==> src/rtl/disp_pkg.sv <==
// Shared types and helpers for the display frame sequencer.
package disp_pkg;

  typedef enum logic [1:0] {
    PACE  = 2'd0,
    LAYER = 2'd1,
    SWAP  = 2'd2
  } disp_seq_state_t;

  localparam int FRAME_CNT_W = 16;

  // Index width for an N-entry layer set, never narrower than one bit.
  function automatic int idx_w(input int n);
    return (n > 1) ? $clog2(n) : 1;
  endfunction

endpackage

==> src/rtl/disp_seq_next.sv <==
// Finds the next enabled layer: lowest set mask bit strictly above cur,
// or the lowest set bit overall when from_start is high.
module disp_seq_next
  import disp_pkg::*;
#(
  parameter  int N  = 4,
  localparam int IW = idx_w(N)
) (
  input  logic [N-1:0]  mask,
  input  logic [IW-1:0] cur,
  input  logic          from_start,
  output logic          found,
  output logic [IW-1:0] next_idx
);

  // Scanning downward lets the lowest qualifying bit overwrite the rest.
  always_comb begin
    found    = 1'b0;
    next_idx = '0;
    for (int i = N - 1; i >= 0; i--) begin
      if (mask[i] && (from_start || (i > int'(cur)))) begin
        found    = 1'b1;
        next_idx = IW'(i);
      end
    end
  end

endmodule

==> src/rtl/disp_layer_seq.sv <==
// Frame sequencer: runs enabled drawing layers in index order over start/done
// pulses, then requests a buffer swap, with frame pacing and a layer watchdog.
module disp_layer_seq
  import disp_pkg::*;
#(
  parameter  int N         = 4,
  parameter  int MIN_FRAME = 0,
  parameter  int TIMEOUT   = 2**20,
  localparam int IW        = idx_w(N)
) (
  input  logic                   clkSYS,
  input  logic                   n_reset,
  input  logic [N-1:0]           layer_en,
  output logic [N-1:0]           layer_start,
  input  logic [N-1:0]           layer_done,
  output logic                   swap_start,
  input  logic                   swap_done,
  input  logic                   err_clr,
  output logic                   busy,
  output logic [IW-1:0]          cur_layer,
  output logic [FRAME_CNT_W-1:0] frame_cnt,
  output logic [N-1:0]           err_to
);

  localparam int FT_W = (MIN_FRAME > 0) ? $clog2(MIN_FRAME + 1) : 1;
  localparam int WD_W = (TIMEOUT > 0) ? $clog2(TIMEOUT + 1) : 1;
  localparam logic [FT_W-1:0] FT_MAX = FT_W'(MIN_FRAME);
  localparam logic [WD_W-1:0] WD_MAX = WD_W'(TIMEOUT);

  disp_seq_state_t        state_q, state_d;
  logic [N-1:0]           mask_q, mask_d;
  logic [IW-1:0]          cur_q, cur_d;
  logic [N-1:0]           layer_start_q, layer_start_d;
  logic                   swap_start_q, swap_start_d;
  logic                   busy_q, busy_d;
  logic [FRAME_CNT_W-1:0] frame_cnt_q, frame_cnt_d;
  logic [N-1:0]           err_to_q, err_to_d;
  logic [FT_W-1:0]        frame_tmr_q, frame_tmr_d;
  logic [WD_W-1:0]        wdog_q, wdog_d;

  logic [N-1:0]  nx_mask;
  logic          nx_from_start;
  logic          nx_found;
  logic [IW-1:0] nx_idx;
  logic [FT_W:0] tmr_plus;
  logic          pace_ok;
  logic          layer_accept;
  logic          wd_expire;

  // At PACE exit the fresh layer_en is searched from bit 0; in LAYER the
  // latched mask is searched above the current index.
  assign nx_from_start = (state_q == PACE);
  assign nx_mask       = nx_from_start ? layer_en : mask_q;

  disp_seq_next #(.N(N)) u_next (
    .mask       (nx_mask),
    .cur        (cur_q),
    .from_start (nx_from_start),
    .found      (nx_found),
    .next_idx   (nx_idx)
  );

  // The exit cycle itself counts toward the period, so with nothing to draw
  // consecutive swap_start pulses land exactly MIN_FRAME cycles apart.
  assign tmr_plus = {1'b0, frame_tmr_q} + (FT_W + 1)'(1);
  assign pace_ok  = (tmr_plus >= {1'b0, FT_MAX});

  assign layer_accept = (state_q == LAYER) && !(|layer_start_q) && layer_done[cur_q];
  assign wd_expire    = (TIMEOUT > 0) && (state_q == LAYER) && !(|layer_start_q) &&
                        (wdog_q == WD_MAX) && !layer_accept;

  always_comb begin
    state_d       = state_q;
    mask_d        = mask_q;
    cur_d         = cur_q;
    layer_start_d = '0;
    swap_start_d  = 1'b0;
    frame_cnt_d   = frame_cnt_q;
    err_to_d      = err_clr ? '0 : err_to_q;

    case (state_q)
      PACE: begin
        if (pace_ok) begin
          mask_d = layer_en;
          if (nx_found) begin
            state_d               = LAYER;
            cur_d                 = nx_idx;
            layer_start_d[nx_idx] = 1'b1;
          end else begin
            state_d      = SWAP;
            cur_d        = '0;
            swap_start_d = 1'b1;
          end
        end
      end
      LAYER: begin
        if (layer_accept || wd_expire) begin
          if (wd_expire) begin
            err_to_d[cur_q] = 1'b1;
          end
          if (nx_found) begin
            cur_d                 = nx_idx;
            layer_start_d[nx_idx] = 1'b1;
          end else begin
            state_d      = SWAP;
            cur_d        = '0;
            swap_start_d = 1'b1;
          end
        end
      end
      SWAP: begin
        if (swap_done && !swap_start_q) begin
          frame_cnt_d = frame_cnt_q + FRAME_CNT_W'(1);
          state_d     = PACE;
        end
      end
      default: begin
        state_d = PACE;
        cur_d   = '0;
      end
    endcase

    busy_d = (state_d != PACE);

    if (swap_start_d) begin
      frame_tmr_d = '0;
    end else if (frame_tmr_q >= FT_MAX) begin
      frame_tmr_d = FT_MAX;
    end else begin
      frame_tmr_d = frame_tmr_q + FT_W'(1);
    end

    if ((TIMEOUT == 0) || (|layer_start_d) || (state_d != LAYER)) begin
      wdog_d = '0;
    end else if (wdog_q >= WD_MAX) begin
      wdog_d = WD_MAX;
    end else begin
      wdog_d = wdog_q + WD_W'(1);
    end
  end

  always_ff @(posedge clkSYS or negedge n_reset) begin
    if (!n_reset) begin
      state_q       <= PACE;
      mask_q        <= '0;
      cur_q         <= '0;
      layer_start_q <= '0;
      swap_start_q  <= 1'b0;
      busy_q        <= 1'b0;
      frame_cnt_q   <= '0;
      err_to_q      <= '0;
      frame_tmr_q   <= FT_MAX;
      wdog_q        <= '0;
    end else begin
      state_q       <= state_d;
      mask_q        <= mask_d;
      cur_q         <= cur_d;
      layer_start_q <= layer_start_d;
      swap_start_q  <= swap_start_d;
      busy_q        <= busy_d;
      frame_cnt_q   <= frame_cnt_d;
      err_to_q      <= err_to_d;
      frame_tmr_q   <= frame_tmr_d;
      wdog_q        <= wdog_d;
    end
  end

  assign layer_start = layer_start_q;
  assign swap_start  = swap_start_q;
  assign busy        = busy_q;
  assign cur_layer   = cur_q;
  assign frame_cnt   = frame_cnt_q;
  assign err_to      = err_to_q;

endmodule

==> config.mk <==
export PLATFORM = sky130hd
export DESIGN_NAME = disp_layer_seq
export DESIGN_NICKNAME = d
export VERILOG_FILES = /design/src/rtl/disp_pkg.sv /design/src/rtl/disp_seq_next.sv /design/src/rtl/disp_layer_seq.sv
export SDC_FILE = /design/constraint.sdc
export NUM_CORES = 1
export LEC_CHECK = 0
export ABC_AREA = 1
export BUFFER_PORTS_ARGS = -buffer_cell sky130_fd_sc_hd__buf_2
export CAP_MARGIN = 0
export CELL_PAD_IN_SITES_DETAIL_PLACEMENT = 1
export CELL_PAD_IN_SITES_GLOBAL_PLACEMENT = 2
export CORE_MARGIN = 1
export CORE_UTILIZATION = 35
export DETAILED_ROUTE_END_ITERATION = 6
export MAX_ROUTING_LAYER = met4
export PLACE_DENSITY = 0.83
export REMOVE_ABC_BUFFERS = 1
export SLEW_MARGIN = 20
export SYNTH_ARGS = -nofsm -noshare
export SYNTH_HDL_FRONTEND = slang
export SYNTH_SLANG_ARGS = --single-unit
==> constraint.sdc <==
create_clock -name clkSYS -period 4.1 [get_ports clkSYS]
set_clock_uncertainty 0.1 [all_clocks]
set_input_delay 0.41 -clock clkSYS [delete_from_list [all_inputs] [get_ports clkSYS]]
set_output_delay 0.41 -clock clkSYS [all_outputs]
set_load 0.05 [all_outputs]
== After elaboration in Yosys (flattened, before gate mapping) ==
Cells that the tools add are included.
Word-level totals
  word-level logic and storage cells: 99
  bits of input ports: 12
  output and inout bits: 28
  register bits after elaboration: 56
Cells by class
  bitwise logic cells: 2
  equality and inequality tests: 6
  $add $sub $neg: 4
  mux-type cells: 41
  $lt $le $gt $ge: 10
  reduce and logical (&&, ||, !) cells: 26
Operators by type and width (number)
  $mux W21: 2
  $mux W4: 8
  $mux W2: 12
  $add A21 B1 Y21 const B: 1
  $eq A21 B21 Y1 const B: 1
  $ge A21 B21 Y1 const B: 1
  $add A16 B1 Y16 const B: 1
  $mux W1: 12
  $pmux W2 S3: 2
  $logic_and A1 B1 Y1: 11
  $pmux W4 S2: 1
  $reduce_or A4 Y1: 2
  $ge A2 B1 Y1 const B: 3
  $lt A2 B3 Y1 const B: 2
  $ne A2 B1 Y1 const B: 3
  $logic_or A1 B1 Y1: 5
  $demux W1 S2: 2
  $gt A2 B2 Y1 const A: 2
  $or A4 B4 Y4: 1
  $reduce_and A2 Y1: 2
  $logic_not A1 Y1: 3
  $reduce_and A3 Y1: 1
  $add A1 B1 Y2 const B: 1
  $bmux W1 S2: 1
  9 further kinds: 9

== Logic depth before layout (Yosys ltp) ==
Gate-level depths: netlist of the first run.
  word-level depth: 17
  mapped depth: 12
  mapped depth without buffers: 12

== Cells and area by module ==
Synthesis of the first run repeated with hierarchy kept, for this count alone.
Second synthesis, totals
  cells, all modules: 373
  area total of the unflattened synthesis: 2964.1 um^2
Modules (own cells, without submodules)
  disp_layer_seq: times used 1, sequential area each 1376.3 um^2, area an instance 2884.0 um^2, cells each 357
  disp_seq_next: times used 1, sequential area each 0.0 um^2, area an instance 80.1 um^2, cells each 16

== Worst setup path after synthesis of the first run ==
Ideal clock, no wire load.
  path kind: flip-flop to flip-flop
  from: register frame_cnt_q[2] (netlist: frame_cnt[2])
  to: register frame_cnt_q[11] (netlist: frame_cnt[11])
  path slack: 2323 ps
  arrival: 1554 ps
  buffers on the path: 0
  cell stages (with the launch flop): 8
  library setup time: 123 ps
  required time: 3877 ps
  period minus slack after synthesis: 1777 ps
  cells stage by stage: dfrtp_1 > nand3_1 > nor2_4 > nand3_4 > nor2_4 > nand2_2 > o21ai_1 > nand2_1
Between the ends
  longest elaborated chain between the ends: 1
Ends and longest elaborated chain
  from (decl): line disp_layer_seq.sv:36  | logic [FRAME_CNT_W-1:0] frame_cnt_q, frame_cnt_d;
  from (signal assigned): line disp_layer_seq.sv:161  | frame_cnt_q <= frame_cnt_d;
  $add A16 B1 Y16: line disp_layer_seq.sv:113  | frame_cnt_d = frame_cnt_q + FRAME_CNT_W'(1);
Every way passes these cells.
A chain may end at the register's enable or synchronous reset.

== Final worst setup path of the first run ==
  from: register wdog_q[0]
  to: register wdog_q[10]
Between the ends
  longest elaborated chain between the ends: 9
  elaborated cells between the ends (all ways): 15
  classes of those cells: 1 x add/sub; 1 x order compare; 2 x eq/ne; 6 x mux; 5 x reduce/logical
Ends and longest elaborated chain
  from (decl): line disp_layer_seq.sv:39  | logic [WD_W-1:0] wdog_q, wdog_d;
  from (signal assigned): line disp_layer_seq.sv:164  | wdog_q <= wdog_d;
  $eq A21 B21 Y1: line disp_layer_seq.sv:70  | (wdog_q == WD_MAX) && !layer_accept;
  $logic_and A1 B1 Y1: line disp_layer_seq.sv:69  | assign wd_expire = (TIMEOUT > 0) && (state_q == LAYER) && !(|layer_start_q) &&
  $logic_and A1 B1 Y1: line disp_layer_seq.sv:70
  $logic_or A1 B1 Y1: line disp_layer_seq.sv:97  | if (layer_accept || wd_expire) begin
  $mux W2 / $mux W4 (equally long branches): line disp_layer_seq.sv:97
  $pmux W2 S3 / $pmux W4 S2 (equally long branches): line disp_layer_seq.sv:81  | case (state_q)
  $ne A2 B1 Y1 / $reduce_or A4 Y1 (equally long branches): line disp_layer_seq.sv:133  | if ((TIMEOUT == 0) || (|layer_start_d) || (state_d != LAYER)) begin
  $logic_or A1 B1 Y1: line disp_layer_seq.sv:133
  $mux W21 *: line disp_layer_seq.sv:133
  named net wdog_d[10]: line disp_layer_seq.sv:39
Mark *: on every way through the listed nets, which the timed path passes. The rest lies on a longest branch.

==> metrics.md, run 1 <==
| Metric | Value |
|---|---|
| Pre-CTS WS | 2066 ps |
| Via density | 4.838 |
| CTS tree | done |
| Drt pass-1 iters | 4 |
| Die area | 0.008889 sq mm |
| Hold slack | 228.9 ps |
| Worst min-delay path class | in2reg |
| CP startpoint | wdog_q[0] |
| RSZ-0062 raised after global routing | no |
| # DRC | 0 |
| Worst setup SP type | flop |
| Reg2reg setup slack | 2080 ps |
| Critical Path End | wdog_q[10] |
| Vias in the first global route | 2776 |
| Synth cell types | 27 |
| Arr. time, crit path | 2160 ps |
| Period utilisation layout | 49.20% |
| Number of cells upsized or downsized after cts | 0 |
| Gpl congestion | 0.8131 |
| Syn Std Cell Area | 0.002980 sq mm |
| Initial antenna violation count | 0 |
| Sinks on Clock Net | 54 |
| Ant. Diodes | 0 |
| Clk slew on worst S/H paths | 110 ps |
| Critical R2R Launch | wdog_q[0] |
| Worst-path fanout max | 9 |
| Worst setup margin | 2083 ps |
| Largest net degree at the start of global routing | 33 |
| Max H-tree Level | 2 |
| Max-Cap Viols | 0 |
| CTS Hold Bufs | 1 |
| Root Buffer | clkbuf_8 |
| Port bufs | 39 |
| All-Layer GR Usage | 19.27% |
| Metal3 WL | 137 um |
| Post-detail-place hpwl | 5733 um |
| Period minus WS final | 2017 ps |
| R2R Path End | wdog_q[10] |
| Req. time, crit path | 4240 ps |
| Initial Util | 36.27% |
| Synth Warn # | 0 |
| Least-Margin Pin Slew | 592.2 ps |
| Placed cell area | 0.003282 sq mm |
| WL met2 | 3570 um |
| Number of cell rows | 33 |
| Layout cells sized above 1 | 16.86% |
| Worst IR Drop VDD | 0.0002444 V |
| Cell area after layout | 0.003390 sq mm |
| Status | finished clean |
| GRT overflow | 0 |
| Top sig layer | met4 |
| CTS Buf Count | 5 |
| Post-Syn Instances | 396 |
| Wirelength per Cell | 13.71 um |
| # setup viols final | 0 |
| Filler instances | 1050 |
| Fin. max-slew vios | 0 |
| Crit. End Element | flop |
| Io pins | 40 |
| Reg2Reg Depth | 10 |
| Vias post-DR | 2632 |
| Avg Inst Size Synth | 7.526 sq um |
| First-pass GRT wire length | 13170 um |
| Peak Freq | 495.7 MHz |
| Core Area | 0.008217 sq mm |
| Slew HR | 60.28% |
| Setup bufs post-CTS | 0 |
| Worst setup path category | reg2reg |
| CTS Buffer Depth | 2 |
| Seq/Total Area, Yosys | 45.34% |
| Antenna-violating nets left | 0 |
| Wirelength, routed | 7460 um |
| TNS Setup | 0 ps |
| Area Growth Syn to Fin | 13.73% |
| DRT iter0 DRCs | 95 |
| Die height | 94.28 um |
| Layout Nets | 453 |
| Fin. Hold Viols | 0 |
| Die W | 94.28 um |
| LEAKAGE | 1.727 nW |
| Met1 WL | 3720 um |
| Later-pin clock latency in the skew report | 320 ps |
| Cell Pwr Density | 486.7 mW/mm^2 |
| Yosys reg bits | 54 |
-- routing by layer --
metal | global-route usage (%) | vias up
met5 | - | -
met1 | 25.35 | 1270
met4 | 3.205 | 0
met3 | 2.670 | 4
met2 | 31.94 | 30
li1 | - | 1328
-- how the worst min path moves through the flow --
stage / end / slack [ps] / cells past startpoint / start
global route: mask_q[1] / 230 / 3 / layer_en[1]
CTS: mask_q[1] / 220 / 3 / layer_en[1]
floorplan: busy / 10 / 0 / n_reset
detailed placement: err_to[1] / 340 / 1 / n_reset
global placement: err_to[1] / 320 / 1 / n_reset
finish: mask_q[1] / 230 / 3 / layer_en[1]
-- flip-flops by register name (all words and copies together) (netlist names) --
name	count
cur_layer	2
mask_q	3
state_q	2
layer_start	4
swap_start	1
busy	1
err_to	4
frame_cnt	16
wdog_q	21
-- metrics by stage --
stage	power, W	cells	util, %
floorplan	0.001167	390	-
global placement	0.001330	535	39.94
detailed placement	0.001348	535	39.94
CTS	0.001680	544	41.25
global route	0.001786	544	41.25
finish	0.001650	544	41.25
-- cell type report --
type,instances,area [sq um],share of cell area [%]
inverter,48,180.2,5.316
clock buffer,5,68.82,2.030
multi-input combinational,288,1416,41.79
tap,105,131.4,3.876
timing repair buffer,41,212.7,6.275
sequential,54,1351,39.87
clock inverter,3,28.78,0.8490
-- layout by cell type (no fill, tap or decap), drive strengths merged --
master,instances
buf,40
a21oi,5
clkbuf,5
nor3,18
dfrtp,54
nor2,67
nand3,37
xor2,5
xnor2,7
nand2,115
or2,3
o21ai,15
nand4,11
and2,1
dlygate4sd3,1
o311ai,1
ha,3
inv,48
clkinv,3
-- power by group --
| part | total (W) | switching (W) | internal, W | leakage, nW |
|---|---|---|---|---|
| clock network | 0.000322 | 0.000195 | 0.000127 | 0.0502 |
| logic | 0.000631 | 0.000465 | 0.000166 | 0.948 |
| registers | 0.000696 | 0.0000879 | 0.000608 | 0.729 |
-- critical path, stage by stage (launching register included) --
cell,delay (ps)
dfrtp_1,510
ha_1,230
nand2_1,90
nor2_2,210
inv_1,100
nor2_2,200
inv_1,120
nor2_4,120
or2_2,120
nand3_1,50
nor2_1,100
-- logic make-up after synthesis --
kind of cell               synth area share (%)
DFF                                       45.34
buffers and inverters                     7.137
xor gates and xnor gates                  3.526
and+or+nand+nor                           39.09
AOI/OAI and AO/OA                         3.652
adders and majority gates                 1.260
-- synth_stat cells --
master / n / area (sq um)
a21oi_1: 5 / 25.02
and2_1: 1 / 6.260
buf_2: 2 / 10.01
buf_4: 2 / 15.01
clkbuf_1: 2 / 7.510
clkinv_1: 1 / 3.750
dfrtp_1: 54 / 1351
ha_1: 3 / 37.54
inv_1: 45 / 168.9
inv_2: 2 / 7.510
nand2_1: 109 / 409.1
nand2_2: 4 / 25.02
nand2_4: 2 / 22.52
nand3_1: 34 / 170.2
nand3_2: 2 / 20.02
nand3_4: 1 / 17.52
nand4_1: 11 / 68.82
nor2_1: 55 / 206.5
nor2_2: 5 / 31.28
nor2_4: 7 / 78.83
nor3_1: 18 / 90.09
o21ai_0: 14 / 70.07
o21ai_1: 1 / 5.000
o311ai_0: 1 / 8.760
or2_2: 3 / 18.77
xnor2_1: 7 / 61.31
xor2_1: 5 / 43.79
(Power assumes the default switching activity.)
==> run 2, diff against run 1 <==
--- a/config.mk
+++ b/config.mk
@@ -5,16 +5,16 @@
 export SDC_FILE = /design/constraint.sdc
 export NUM_CORES = 1
 export LEC_CHECK = 0
-export ABC_AREA = 1
+export ABC_AREA = 0
 export BUFFER_PORTS_ARGS = -buffer_cell sky130_fd_sc_hd__buf_2
 export CAP_MARGIN = 0
 export CELL_PAD_IN_SITES_DETAIL_PLACEMENT = 1
 export CELL_PAD_IN_SITES_GLOBAL_PLACEMENT = 2
 export CORE_MARGIN = 1
-export CORE_UTILIZATION = 35
+export CORE_UTILIZATION = 32
 export DETAILED_ROUTE_END_ITERATION = 6
 export MAX_ROUTING_LAYER = met4
-export PLACE_DENSITY = 0.83
+export PLACE_DENSITY = 0.74
 export REMOVE_ABC_BUFFERS = 1
 export SLEW_MARGIN = 20
 export SYNTH_ARGS = -nofsm -noshare
==> constraint.sdc (replaced) <==
create_clock -name clkSYS -period 1.7 [get_ports clkSYS]
set_clock_uncertainty 0.1 [all_clocks]
set_input_delay 0.17 -clock clkSYS [delete_from_list [all_inputs] [get_ports clkSYS]]
set_output_delay 0.17 -clock clkSYS [all_outputs]
set_load 0.05 [all_outputs]
==> run 2 against run 1 <==
Against the previous run:
- the run now ends with negative setup slack left
- area after synthesis shrank 13%
- first-iteration DRC count down 14%
- cell area grew 9.1%
- register-to-register slack lost 2400 ps
- non-clock buffer count increased by 66
- worst hold slack lost 200 ps
- clock power grew to 2.9 times the previous value
- sequential share of layout area down 3.3 points
- global-route usage shrank 1.4 points
- count of clock-buffer cells in the layout unchanged
- maximum frequency grew 2.1%
==> metrics.md, run 2 <==
| Metric | Value |
|---|---|
| Core Area | 0.007767 sq mm (-5.5%) |
| Hold slack | 25.67 ps (-203.2 ps) |
| Die area | 0.008454 sq mm (-4.9%) |
| Initial antenna violation count | 0 (unchanged) |
| Drt pass-1 iters | 4 (unchanged) |
| Simple-gate share of the synthesized area | 22.47% (-17 points) |
| Largest net degree at the start of global routing | 55 (+67%) |
| DRT iter0 DRCs | 82 (-14%) |
| CTS tree | done |
| Top cells by area, synth | dfrtp_1 52%, xnor2_1 6.4%, nor2_1 4.9% |
| Storage element area | 0.001353 sq mm (about the same) |
| P_int | 0.003175 W (+250%) |
| Status | complete, but fails checks |
| Most frequent cells after synthesis | 54 x dfrtp_1, 34 x nor2_1, 21 x nand2_1 |
| Later-pin clock latency in the skew report | 310 ps (about the same) |
| Die W | 91.95 um (-2.5%) |
| Antenna-violating nets left | 0 (unchanged) |
| CTS Buffer Depth | 2 (unchanged) |
| Io pins | 40 (unchanged) |
| Post-detail-place hpwl | 4766 um (-17%) |
| Max-Cap Viols | 0 (unchanged) |
| Critical R2R Launch | layer_start[2] |
| Gate power share | 52.0% (+14 points) |
| Most frequent cell after synthesis | dfrtp_1 |
| R2R Path End | err_to[0] |
| Commonest non-fill, non-tap cells in the layout | 61 x buf_4, 53 x dfrtp_1, 39 x buf_2, 26 x nor2_1, 21 x nand2_1 |
| Initial Util | 33.33% (-2.9 points) |
| Switching pwr | 0.002097 W (+180%) |
| Worst IR Drop VDD | 0.0006639 V (+170%) |
| Reg2Reg Depth | 5 (-5) |
| Xor/xnor share of the synthesized area | 11.16% (+7.6 points) |
| Worst setup margin | -275.0 ps (-2358 ps) |
| Period utilisation layout | 116.2% (+67 points) |
| Syn Std Cell Area | 0.002589 sq mm (-13%) |
| Max reg flops | 21 (unchanged) |
| # DRC | 0 (unchanged) |
| Asr flop ratio synth | 100.0% (unchanged) |
| Vias post-DR | 2247 (-15%) |
| Placed cell area | 0.003334 sq mm (+1.6%) |
| Sw Share | 39.78% (-5.6 points) |
| Fin util | 47.60% (+6.3 points) |
| Port bufs | 39 (unchanged) |
| Vias in the first global route | 2400 (-14%) |
| Cell area after layout | 0.003697 sq mm (+9.1%) |
| Period minus WS final | 1975 ps (-42.41 ps) |
| Ant. Diodes | 0 (unchanged) |
| Gpl congestion | 0.7767 (-4.5%) |
| Root Buffer | clkbuf_8 |
| Clock share of power | 17.4% (-2.1 points) |
| Max H-tree Level | 2 (unchanged) |
| Fin. max-slew vios | 0 (unchanged) |
| LEAKAGE | 1.769 nW (+2.4%) |
| Clk slew on worst S/H paths | 110 ps (about the same) |
| Sinks on Clock Net | 54 (unchanged) |
| Layout Nets | 377 (-17%) |
| Yosys reg bits | 54 (unchanged) |
| Seq pwr share | 30.5% (-12 points) |
| Synth Warn # | 0 (unchanged) |
| TNS Setup | -7110 ps (-7110 ps) |
| Synth Area in Compound Gates | 6.960% (+3.3 points) |
| Crit. End Element | flop |
| Wirelength, routed | 6937 um (-7.0%) |
| Synth cell types | 41 (+52%) |
| Fin. Hold Viols | 0 (unchanged) |
| Synth Area in Adders | 1.450% (+0.19 points) |
| Worst setup SP type | flop |
| Post-Syn Instances | 252 (-36%) |
| Number of cell rows | 32 (-3.0%) |
| Post-synth EDFFs | 0 (unchanged) |
| Slew HR | 70.34% (+10 points) |
| Largest Register | wdog_q |
| Post-synth top area cell | dfrtp_1 |
| Top FF cell, synth | dfrtp_1 |
| GRT overflow | 0 (unchanged) |
| Worst min-delay path class | in2reg |
| Multiplexer area fraction after synthesis | 1.740% (+1.7 points) |
| CTS Buf Count | 5 (unchanged) |
| Avg Inst Size Synth | 10.27 sq um (+36%) |
| Violated checks | negative setup slack |
| Multi-input logic area | 0.001305 sq mm (-7.9%) |
| Hold depth | 3 (unchanged) |
| Peak Freq | 506.3 MHz (+2.1%) |
| Arr. time, crit path | 2100 ps (-60 ps) |
| Reg2reg setup slack | -270 ps (-2360 ps) |
| Worst-path fanout max | 4 (-5) |
| All-Layer GR Usage | 17.89% (-1.4 points) |
| Die height | 91.95 um (-2.5%) |
| Hold EP | mask_q[1] |
| Synth top area share | 52.20% (+6.9 points) |
| Seq/Total Area, Yosys | 52.20% (+6.9 points) |
| Startpoint of the worst hold path | layer_en[1] |
| Pre-CTS WS | -382.3 ps (-2449 ps) |
| RSZ-0062 raised after global routing | yes |
| Req. time, crit path | 1820 ps (-2420 ps) |
| # setup viols final | 39 (+39) |
| Cell Pwr Density | 1426 mW/mm^2 (+190%) |
| Layout cells sized above 1 | 41.87% (+25 points) |
| First-pass GRT wire length | 11690 um (-11%) |
| Most common cell after layout, fill and taps aside | buf_4 |
| Area Growth Syn to Fin | 42.82% |
| Filler instances | 917 (-13%) |
| Largest family of logic cells by synthesized area | simple AND/OR/NAND/NOR gates |
| Wirelength per Cell | 14.92 um (+8.8%) |
| Worst setup path category | reg2reg |
| Least-Margin Pin Slew | 441.1 ps (-151.1 ps) |
| Via density | 4.832 (-0.12%) |
[run 2: changes by cell type after synthesis, moves of 5 or more]
cell,previous run,this run
o21ai_0,14,5
nand2_1,109,21
xor2_1,5,14
a21oi_1,5,0
xnor2_1,7,19
nand3_1,34,13
nor3_1,18,9
inv_1,45,15
nor2_1,55,34
and3_1,0,6
nor2_4,7,0
[run 2: critical path, cell delays in order, from the launching register on]
cell     delay [ps]
dfrtp_1         430
nor4_4          300
buf_4           160
nand4_1         160
or4_4           520
o32ai_2         230
[run 2: final cells by class]
| type | count | area share [%] |
|---|---|---|
| timing repair buffer | 107 | 19.97 |
| clock inverter | 3 | 1.320 |
| clock buffer | 5 | 1.861 |
| multi-input combinational | 179 | 35.30 |
| sequential | 54 | 36.58 |
| inverter | 15 | 1.523 |
| tap | 102 | 3.452 |
[run 2: how the worst max path moves through the flow]
stage	startpoint	to	slack (ps)
2_1_floorplan	cur_layer[0]	wdog_q[10]	-510
3_3_place_gp	layer_start[1]	err_to[0]	-270
3_5_place_dp	wdog_q[0]	err_to[1]	-380
4_1_cts	layer_start[2]	err_to[1]	-260
5_1_grt	layer_start[2]	err_to[0]	-370
6_report	layer_start[2]	err_to[0]	-270
[run 2: cells by family (layout without fill, tap and decap cells)]
group                    Yosys count  in the layout
adder cells (fa/ha/maj)            3              3
AO/OA/AOI/OAI                     24             24
XOR/XNOR                          33             33
AND/OR/NAND/NOR                  114            116
flip-flops                        54             54
buffers and inverters             21            130
multiplexers                       3              3
[run 2: layer usage]
layer / share of wire, % / vias to the layer above / routed length, um / global-route usage, %
met5: 0 / - / 0 / -
met4: 0.59 / 0 / 41 / 3.516
met3: 2.6 / 4 / 180 / 2.819
met2: 49 / 31 / 3411 / 30.22
met1: 48 / 1123 / 3304 / 22.85
li1: - / 1089 / - / -
[run 2: repair_timing]
| item | in CTS | in global routing |
|---|---|---|
| hold buffers | 2 | 0 |
| cloned | 2 | 0 |
| setup buffers | 6 | 0 |
| pin swaps | 11 | 8 |
| resized for setup | 29 | 9 |
| hold endpoints to repair | 55 | 0 |
| setup endpoints to repair | 41 | 41 |
[run 2: per-stage QoR]
stage / power, W / cells
2_1_floorplan: 0.002754 / 246
3_3_place_gp: 0.003753 / 448
3_5_place_dp: 0.003788 / 448
4_1_cts: 0.005205 / 465
5_1_grt: 0.005567 / 465
6_report: 0.005272 / 465
[run 2: power by group through the flow]
stage	Clock (W)	Combinational, W	Sequential [W]
after global placement	0	0.00215	0.00161
final	0.000920	0.00274	0.00161
after CTS	0.000945	0.00266	0.00160
after floorplan	0	0.000785	0.00197
after global routing	0.000986	0.00295	0.00163
after detailed placement	0	0.00217	0.00161
==> run 3, diff against run 2 <==
--- a/config.mk
+++ b/config.mk
@@ -5,17 +5,16 @@
 export SDC_FILE = /design/constraint.sdc
 export NUM_CORES = 1
 export LEC_CHECK = 0
-export ABC_AREA = 0
+export ABC_AREA = 1
 export BUFFER_PORTS_ARGS = -buffer_cell sky130_fd_sc_hd__buf_2
 export CAP_MARGIN = 0
 export CELL_PAD_IN_SITES_DETAIL_PLACEMENT = 1
 export CELL_PAD_IN_SITES_GLOBAL_PLACEMENT = 2
 export CORE_MARGIN = 1
-export CORE_UTILIZATION = 32
+export CORE_UTILIZATION = 30
 export DETAILED_ROUTE_END_ITERATION = 6
 export MAX_ROUTING_LAYER = met4
-export PLACE_DENSITY = 0.74
-export REMOVE_ABC_BUFFERS = 1
+export PLACE_DENSITY = 0.83
 export SLEW_MARGIN = 20
 export SYNTH_ARGS = -nofsm -noshare
 export SYNTH_HDL_FRONTEND = slang
==> run 3 against run 2 <==
Against the previous run:
- the flow now finishes without violations
- non-clock buffer count is 30 lower
- combinational power is 7% lower
- count of clock-buffer cells in the layout is 1 higher
- worst hold slack better by 4.1 ps
- cell area is 8.1% higher
- flip-flop and latch count stayed put
- maximum frequency is 16% higher
- clock power is 19% lower
- sequential share of layout area is 2.5 points lower
==> metrics.md, run 3 (synthesis gave the netlist of run 1 again) <==
| Metric | Value |
|---|---|
| Status | finished clean |
| Filler instances | 1213 (+32%) |
| Sinks on Clock Net | 54 (unchanged) |
| # DRC | 0 (unchanged) |
| CTS tree | done |
| Hold slack | 29.81 ps (+4.143 ps) |
| Antenna-violating nets left | 0 (unchanged) |
| Clk slew on worst S/H paths | 100 ps (about the same) |
| Die area | 0.01034 sq mm (+22%) |
| Fin util | 41.25% (-6.3 points) |
| Max reg flops | 21 (unchanged) |
| Crit. End Element | flop |
| Worst min-delay path class | in2reg |
| Multi-input logic area | 0.001634 sq mm (+25%) |
| Worst setup margin | 0.2415 ps (+275.2 ps) |
| Fin. Hold Viols | 0 (unchanged) |
| Max H-tree Level | 2 (unchanged) |
| LEAKAGE | 1.938 nW (+9.5%) |
| CTS Buf Count | 5 (unchanged) |
| Io pins | 40 (unchanged) |
| Post-detail-place hpwl | 5880 um (+23%) |
| Commonest non-fill, non-tap cells in the layout | 104 x nand2_1, 46 x dfrtp_1, 40 x inv_1, 39 x buf_2, 38 x nor2_1 |
| Syn Nets | 411 |
| Final cell count without fillers | 608 (+31%) |
| First-pass GRT wire length | 13400 um (+15%) |
| # setup viols final | 0 (-100%) |
| Period utilisation layout | 99.99% (-16 points) |
| Core Area | 0.009684 sq mm (+25%) |
| CTS Buffer Depth | 2 (unchanged) |
| Pre-CTS WS | -21.33 ps (+361.0 ps) |
| Worst setup SP type | flop |
| TNS Setup | 0 ps (+7110 ps) |
| Wirelength, routed | 8331 um (+20%) |
| Least-Margin Pin Slew | 363.3 ps (-77.82 ps) |
| Initial Util | 30.78% (-2.6 points) |
| Slew HR | 75.60% (+5.3 points) |
| Max-Cap Viols | 0 (unchanged) |
| Die height | 101.7 um (+11%) |
| All-Layer GR Usage | 17.06% (-0.83 points) |
| Worst setup path category | reg2reg |
| Cell Pwr Density | 1239 mW/mm^2 (-13%) |
| Arr. time, crit path | 1820 ps (-280 ps) |
| Peak Freq | 588.3 MHz (+16%) |
| Gpl congestion | 0.7901 (+1.7%) |
| Dpl cells | 578 (+29%) |
| Layout cells sized above 1 | 33.68% (-8.2 points) |
| Later-pin clock latency in the skew report | 320 ps (about the same) |
| Port bufs | 39 (unchanged) |
| Worst-path fanout max | 6 (+2) |
| Area Growth Syn to Fin | 34.05% |
| Worst IR Drop VDD | 0.0007834 V (+18%) |
| Root Buffer | clkbuf_8 |
| DRT iter0 DRCs | 94 (+15%) |
| Die W | 101.7 um (+11%) |
| Most common cell after layout, fill and taps aside | nand2_1 |
| Drt pass-1 iters | 4 (unchanged) |
| Layout Nets | 489 (+30%) |
| RSZ-0062 raised after global routing | yes |
| Vias in the first global route | 2796 (+17%) |
| Fin. max-slew vios | 0 (unchanged) |
| Ant. Diodes | 0 (unchanged) |
| Vias post-DR | 2840 (+26%) |
| Initial antenna violation count | 0 (unchanged) |
| Period minus WS final | 1700 ps (-275.2 ps) |
| Largest net degree at the start of global routing | 55 (unchanged) |
| Wirelength per Cell | 13.70 um (-8.2%) |
| Largest Register | wdog_q |
| Storage element area | 0.001361 sq mm (+0.65%) |
| Req. time, crit path | 1820 ps (about the same) |
| GRT overflow | 0 (unchanged) |
| Via density | 4.671 (-3.3%) |
| Number of cell rows | 36 (+13%) |
## run 3: timing repair
item,4_1_cts,5_1_grt
pin swaps,0,22
endpoints found under the hold margin,57,0
endpoints found under the setup margin,3,34
gates resized for setup,3,65
hold buffers,4,0
setup buffers,2,13
gates cloned,0,3
## run 3: path summary, 6_finish.rpt
kind | from | to | slack, ps | cells past startpoint
max | wdog_q[1] | wdog_q[4] | 0.2 | 9
min | err_clr | err_to[0] | 30 | 4
max reg2reg | wdog_q[1] | wdog_q[4] | 0.2 | 9
min reg2reg | mask_q[1] | mask_q[1] | 390 | 2
max in group asynchronous | n_reset | state_q[1] | 950 | 3
min in group asynchronous | n_reset | wdog_q[15] | 270 | 3
## run 3: metal layers
metal | global-route usage, % | vias up | part of all wire [%]
met2 | 28.74 | 35 | 51
met5 | - | - | 0
met4 | 3.679 | 0 | 1.3
met1 | 21.49 | 1388 | 45
li1 | - | 1407 | -
met3 | 2.761 | 10 | 2.3
## run 3: stage by stage
step,instance area [sq um],total power [W]
4_1_cts,3610,0.004266
3_5_place_dp,3461,0.003455
5_1_grt,3995,0.005288
6_report,3995,0.004948
3_3_place_gp,3461,0.003405
2_1_floorplan,2987,0.002908
## run 3: where the power goes
group	total (W)	internal (W)	switching, W	leakage (nW)
Combinational	0.00254	0.000983	0.00155	1.17
Clock	0.000747	0.000293	0.000455	0.0452
Sequential	0.00166	0.00148	0.000185	0.718
## run 3: critical path, cell delays in order, from the launching register on
cell,delay (ps)
dfrtp_1,430
buf_6,140
inv_4,50
ha_4,110
nand3_2,70
nor2_2,120
nand3_2,130
nand3_4,210
clkbuf_16,180
nor2_1,50
## run 3: cell type report
class                           count  area share (%)
Multi-Input combinational cell    288           40.90
Sequential cell                    54           34.07
Timing Repair Buffer               77           14.06
Inverter                           48           4.635
Tap cell                          133           4.165
Clock buffer                        6           1.816
Clock inverter                      2          0.3445
